**config.mk**
```make
export PLATFORM = sky130hd
export DESIGN_NAME = mem_access_stage
export DESIGN_NICKNAME = d
export VERILOG_FILES = /design/src/rtl/mem_access_stage.sv
export SDC_FILE = /design/constraint.sdc
export NUM_CORES = 1
export LEC_CHECK = 0
export CAP_MARGIN = 0
export CORE_AREA = 5 5 117 119
export DETAILED_ROUTE_END_ITERATION = 10
export DIE_AREA = 0 0 122 124
export DONT_BUFFER_PORTS = 1
export PLACE_DENSITY = 0.66
export SYNTH_ARGS = -nofsm -noshare
export SYNTH_HDL_FRONTEND = slang
export SYNTH_SLANG_ARGS = --single-unit
export TNS_END_PERCENT = 30
```
**constraint.sdc**
```tcl
create_clock -name clk -period 3.59 [get_ports clk]
set_input_delay 0.359 -clock clk [delete_from_list [all_inputs] [get_ports clk]]
set_output_delay 0.359 -clock clk [all_outputs]
set_load 0.05 [all_outputs]
```
**src/rtl/mem_access_stage.sv**
```systemverilog
// mem_access_stage: MEM-stage controller between the EX/MEM and MEM/WB registers.
// It turns loads and stores into a req/ack transaction on the data-memory bus
// and stalls the upstream pipeline until the transaction completes.
// Optional build macro MEM_TIMEOUT_EN adds an ACCESS watchdog with a sticky mem_err.
module mem_access_stage #(
  parameter int TIMEOUT = 255,
  parameter int TO_W    = 8
) (
  input  logic        clk,
  input  logic        reset,
  input  logic [4:0]  MEMrd,
  input  logic [31:0] MEMPC,
  input  logic [31:0] MEMALUOut,
  input  logic [31:0] MEMDatabus3,
  input  logic        MEMRegWrite,
  input  logic        MEMMemRead,
  input  logic        MEMMemWrite,
  input  logic [1:0]  MEMMemtoReg,
  input  logic        mem_ack,
  input  logic [31:0] mem_rdata,
  output logic        mem_req,
  output logic        mem_we,
  output logic [31:0] mem_addr,
  output logic [31:0] mem_wdata,
  output logic        stall,
  output logic [4:0]  WBrd,
  output logic [31:0] WBPC,
  output logic [31:0] WBALUOut,
  output logic [31:0] WBMemData,
  output logic        WBRegWrite,
  output logic [1:0]  WBMemtoReg,
  output logic        mem_err
);

  typedef enum logic {IDLE = 1'b0, ACCESS = 1'b1} state_t;

  state_t state, state_nx;
  logic   acc;
  logic   cap_req;    // latch the bus request fields and enter ACCESS
  logic   wb_load;    // MEM/WB takes the MEM-stage instruction
  logic   wb_bubble;  // MEM/WB takes a bubble while the access is pending
  logic   rd_cap;     // completing a read: capture mem_rdata
  logic   timeout;    // watchdog expiry this cycle (never set without the watchdog)

  // A store wins when both read and write are flagged, because mem_we follows MEMMemWrite.
  assign acc     = MEMMemRead | MEMMemWrite;
  assign mem_req = (state == ACCESS);

  // State register
  always_ff @(posedge clk) begin
    if (reset) state <= IDLE;
    else       state <= state_nx;
  end

  // Next state, stall and MEM/WB load controls
  always_comb begin
    state_nx  = state;
    stall     = 1'b0;
    cap_req   = 1'b0;
    wb_load   = 1'b0;
    wb_bubble = 1'b0;
    rd_cap    = 1'b0;
    case (state)
      IDLE: begin
        if (acc) begin
          stall     = 1'b1;
          cap_req   = 1'b1;
          wb_bubble = 1'b1;
          state_nx  = ACCESS;
        end else begin
          wb_load = 1'b1;
        end
      end
      ACCESS: begin
        if (mem_ack) begin
          wb_load  = 1'b1;
          rd_cap   = ~mem_we;
          state_nx = IDLE;
        end else if (timeout) begin
          wb_load  = 1'b1;
          state_nx = IDLE;
        end else begin
          stall     = 1'b1;
          wb_bubble = 1'b1;
        end
      end
      default: state_nx = IDLE;
    endcase
  end

  // Bus request fields and MEM/WB register; fields hold stable for the whole ACCESS window
  always_ff @(posedge clk) begin
    if (reset) begin
      mem_we     <= 1'b0;
      mem_addr   <= '0;
      mem_wdata  <= '0;
      WBrd       <= '0;
      WBPC       <= '0;
      WBALUOut   <= '0;
      WBMemData  <= '0;
      WBRegWrite <= 1'b0;
      WBMemtoReg <= '0;
    end else begin
      if (cap_req) begin
        mem_addr  <= MEMALUOut;
        mem_wdata <= MEMDatabus3;
        mem_we    <= MEMMemWrite;
      end
      if (wb_load) begin
        WBrd       <= MEMrd;
        WBPC       <= MEMPC;
        WBALUOut   <= MEMALUOut;
        WBRegWrite <= MEMRegWrite & ~timeout;
        WBMemtoReg <= MEMMemtoReg;
      end else if (wb_bubble) begin
        WBrd       <= '0;
        WBRegWrite <= 1'b0;
      end
      if (rd_cap) WBMemData <= mem_rdata;
    end
  end

`ifdef MEM_TIMEOUT_EN
  logic [TO_W-1:0] to_cnt;

  assign timeout = (state == ACCESS) && !mem_ack && (to_cnt == TO_W'(TIMEOUT));

  // Watchdog counter and sticky error; a timed-out instruction retires without writing back
  always_ff @(posedge clk) begin
    if (reset) begin
      to_cnt  <= '0;
      mem_err <= 1'b0;
    end else begin
      if (cap_req)
        to_cnt <= '0;
      else if ((state == ACCESS) && !mem_ack && !timeout)
        to_cnt <= to_cnt + TO_W'(1);
      if (timeout) mem_err <= 1'b1;
    end
  end
`else
  assign timeout = 1'b0;
  assign mem_err = 1'b0;
`endif

endmodule

```
Yosys cells after proc, flatten, opt, wreduce, memory -nomap -nowiden:

Index checks and enable logic that the tools add are counted.

* flip-flop bits (word level): 170
* latch bits: 0
* bits in writable memories: 0
* memory bits (read-only): 0
* input bits: 141
* logic and storage cells: 27
* memories: 0

* add/subtract/negate cells: 0
* $mul: 0
* divide/modulo/power cells: 0
* order comparisons: 0
* eq/ne operators: 0
* shift-type cells: 0
* multiplexer cells: 13
* bitwise gates (word level): 3
* reductions and logical operators: 1

Operators by type and width (number)
* $mux W5: 2
* $mux W1: 9
* $pmux W1 S2: 2
* $not A1 Y1: 2
* $reduce_bool A2 Y1: 1
* $or A1 B1 Y1: 1

Logic depth before layout (Yosys ltp):

* depth after elaboration: 5
* gate-level depth with buffers: 5
* depth with buffers taken out: 3

Worst setup path before layout:

OpenSTA, ideal clock, no wires.

* kind: register to output
* start point: reg state (netlist: mem_req)
* end point: out stall
* arrival: 1318 ps
* data required time: 3231 ps
* slack: 1913 ps
* cell stages (with the launch flop): 4
* path buffers: 1
* cells stage by stage: dfxtp_1 > nor3_2 > a21oi_2 > buf_2

* cells in the longest elaborated chain, start to end: 2

Ends and longest elaborated chain
* start, declared: RTL line 37 `state_t state, state_nx;`
* start signal, assigned: RTL line 52 `else state <= state_nx;`
* $not A1 Y1
* $pmux W1 S2 *: RTL line 63 `case (state)`
* end, declared: RTL line 25 `output logic stall,`

Mark *: on every way between the ends. The rest lies on a longest branch, timed or not.

Final worst setup path:

Ends and elaborated chain as after synthesis.

==> flow_summary.json <==
{
  "antenna_cells": 0,
  "tightest_slew_ps": 1040,
  "worst_path_largest_cell_delay_ps": 810,
  "synthTopCellsByArea": "dfxtp_1 (52%), nand2b_1 (13%), nand2_1 (11%), mux2i_1 (10%), a21oi_1 (7.3%)",
  "cts_tree": "yes",
  "yosysWarnings": 0,
  "syn_inst": 728,
  "num_rows": 41,
  "dp_hpwl_um": 11300,
  "worst-path-buf-inv": 1,
  "p_total_mw": 4.53,
  "grt-ovfl-total": 0,
  "clock_latency_ps": 420,
  "critPathKind": "register to primary output",
  "seq_area_frac_synth": 0.516,
  "cts-root-buf": "clkbuf_16",
  "die_w_um": 122,
  "grt_max_degree": 237,
  "cp_cell_sequence": "nor3_2, a21oi_4, buf_12",
  "synth_fa_ha_area_frac": 0,
  "ant_nets": 0,
  "p_leak_nw": 2.84,
  "syn_area_per_cell_um2": 9.06,
  "fmax_mhz": 441,
  "wl_per_cell_um": 18.1,
  "crit_path_end_kind": "primary output",
  "grt_pass1_wl_um": 23000,
  "synth_compound_area_frac": 0.0768,
  "clk_pin_slew_ps": 60,
  "synthXorXnorAreaFrac": 0,
  "drc_errors": 0,
  "firstDrtPassIters": 6,
  "postLayoutCellArea_um2": 7040,
  "io_pins": 313,
  "ir_drop_v": 0.000371,
  "arrival_ps": 1910,
  "yosysMostFrequentCell": "nand2_1",
  "core_um2": 12500,
  "syn_nets": 869,
  "ys_ff_latch": 170,
  "synth_top_area_cell": "dfxtp_1",
  "finalCritPeriodShare": 0.631,
  "dr.first_iter.drc_count": 231,
  "start_kind": "register",
  "status": "finished clean",
  "place_congestion": 0.738,
  "ys_types": 21,
  "max_slew_margin": 0.308,
  "clock_skew_ps": 11.5,
  "cts_buffers": 17,
  "rsz0062_at_grt": "no",
  "setup_viol": 0,
  "cap_violations": 0,
  "netlist.area_leader.share": 0.516,
  "synthMuxAreaShare": 0.102,
  "vias_per_cell": 5.27,
  "yosys.area_share.simple": 0.247,
  "hp-class": "input pin to register",
  "synth_edf_count": 0,
  "pwr_density_cell_nw_per_um2": 643,
  "required_ps": 3230,
  "final_max_slew_viol_count": 0,
  "tns_ps": 0,
  "vias": 4634,
  "async_reset_ff_frac": 0,
  "syn_area_um2": 6600,
  "ys_dominant_reg_cell": "dfxtp_1",
  "synth_top_family_by_area": "simple AND/OR/NAND/NOR gates",
  "cp_max_fo": 51,
  "drive_gt1_frac": 0.0508,
  "layout.nets": 838,
  "wirelength_um": 15900,
  "hold_violations": 0,
  "postPlaceCellArea_um2": 6500,
  "dieArea_um2": 15100,
  "die_height_um": 124,
  "clkSinkCount": 170,
  "io_buffers": 0,
  "antenna_found_initial": 0,
  "synth_top_cells_by_count": "nand2_1 (192), dfxtp_1 (170), nand2b_1 (132)",
  "clockBufferDepth": 2,
  "htreeDepth": 4,
  "crit_family": "flip-flops",
  "synthToLayoutAreaGrowth_pct": 6.75,
  "slowest_stage": "dfxtp_1",
  "initial_core_util": 0.529,
  "grtUsageTotal": 0.195,
  "first_global_vias": 4427,
  "finalCriticalPeriod_ps": 2270,
  "final_util": 0.565
}
==> where the power goes <==
part	switching (mW)	internal, mW
Clock	0.696	0.978
Combinational	0.170	0.141
Sequential	0.531	2.01
Total	1.40	3.13
==> cell usage in the layout, fill, tap and decap left out, drive strengths merged <==
cell type / netlist / layout
bufinv: 0 / 1
a21oi: 97 / 97
nor2: 1 / 1
nand2: 192 / 192
nor3: 1 / 1
dfxtp: 170 / 170
nand2b: 132 / 132
clkbuf: 25 / 22
o21ba: 1 / 1
mux2i: 67 / 67
dlygate4sd3: 0 / 1
nand3b: 1 / 1
nor3b: 6 / 6
conb: 1 / 1
buf: 31 / 5
clkinv: 0 / 4
nor2b: 1 / 1
o21bai: 1 / 1
clkinvlp: 0 / 3
and3b: 1 / 1
==> area by class of cell <==
cell class | instances | area, µm²
multi-input combinational | 502 | 2830
clock buffer | 22 | 464
sequential | 170 | 3400
fill | 1115 | 5420
timing repair buffer | 6 | 60.1
clock inverter | 8 | 72.6
tap | 172 | 215
==> layer usage <==
metal / share of wire / GRT usage / vias to the layer above / wire, µm
met5: 0 / 0 / - / 0
met4: 0.024 / 0.0938 / 0 / 384
met3: 0.12 / 0.0967 / 29 / 1910
met2: 0.50 / 0.331 / 224 / 7940
met1: 0.36 / 0.202 / 2116 / 5660
li1: - / - / 2265 / -
==> path summary, 6_finish.rpt <==
check,start,to,slack [ps],cells past startpoint
worst max-delay path,mem_req,stall,1320,3
worst min-delay path,reset,mem_addr[2],50,1
worst max register to register,mem_req,WBMemData[19],1420,3
worst min register to register,WBMemData[5],WBMemData[5],690,2
==> metrics by stage <==
step / setup slack [ps] / std cells / hold WS, ps
2_1_floorplan: 1910 / 728 / 495
4_1_cts: 1270 / 880 / 1.69
6_report: 1320 / 880 / 45.9
5_1_grt: 1170 / 880 / 23.8
3_3_place_gp: 1510 / 849 / 444
3_5_place_dp: 1440 / 849 / 447
==> state kept, by name, indices dropped and copies added, names as in the netlist <==
| signal | cells |
|---|---|
| mem_we | 1 |
| mem_addr | 32 |
| mem_req | 1 |
| WBPC | 32 |
| WBrd | 5 |
| mem_wdata | 32 |
| WBALUOut | 32 |
| WBMemtoReg | 2 |
| WBMemData | 32 |
| WBRegWrite | 1 |
==> repair_timing <==
action / in CTS / in global routing
setup buffers: 0 / 0
setup endpoints to repair: 0 / 0
hold buffers: 1 / 0
hold endpoints to repair: 1 / 0
gates resized for setup: 0 / 0
==> cell families after synthesis <==
family | after synthesis
other | 1
AND/OR/NAND/NOR | 335
AO/OA/AOI/OAI | 99
multiplexers | 67
buffers and inverters | 56
flip-flops | 170
Note: power is estimated with default switching activity, not from simulation.
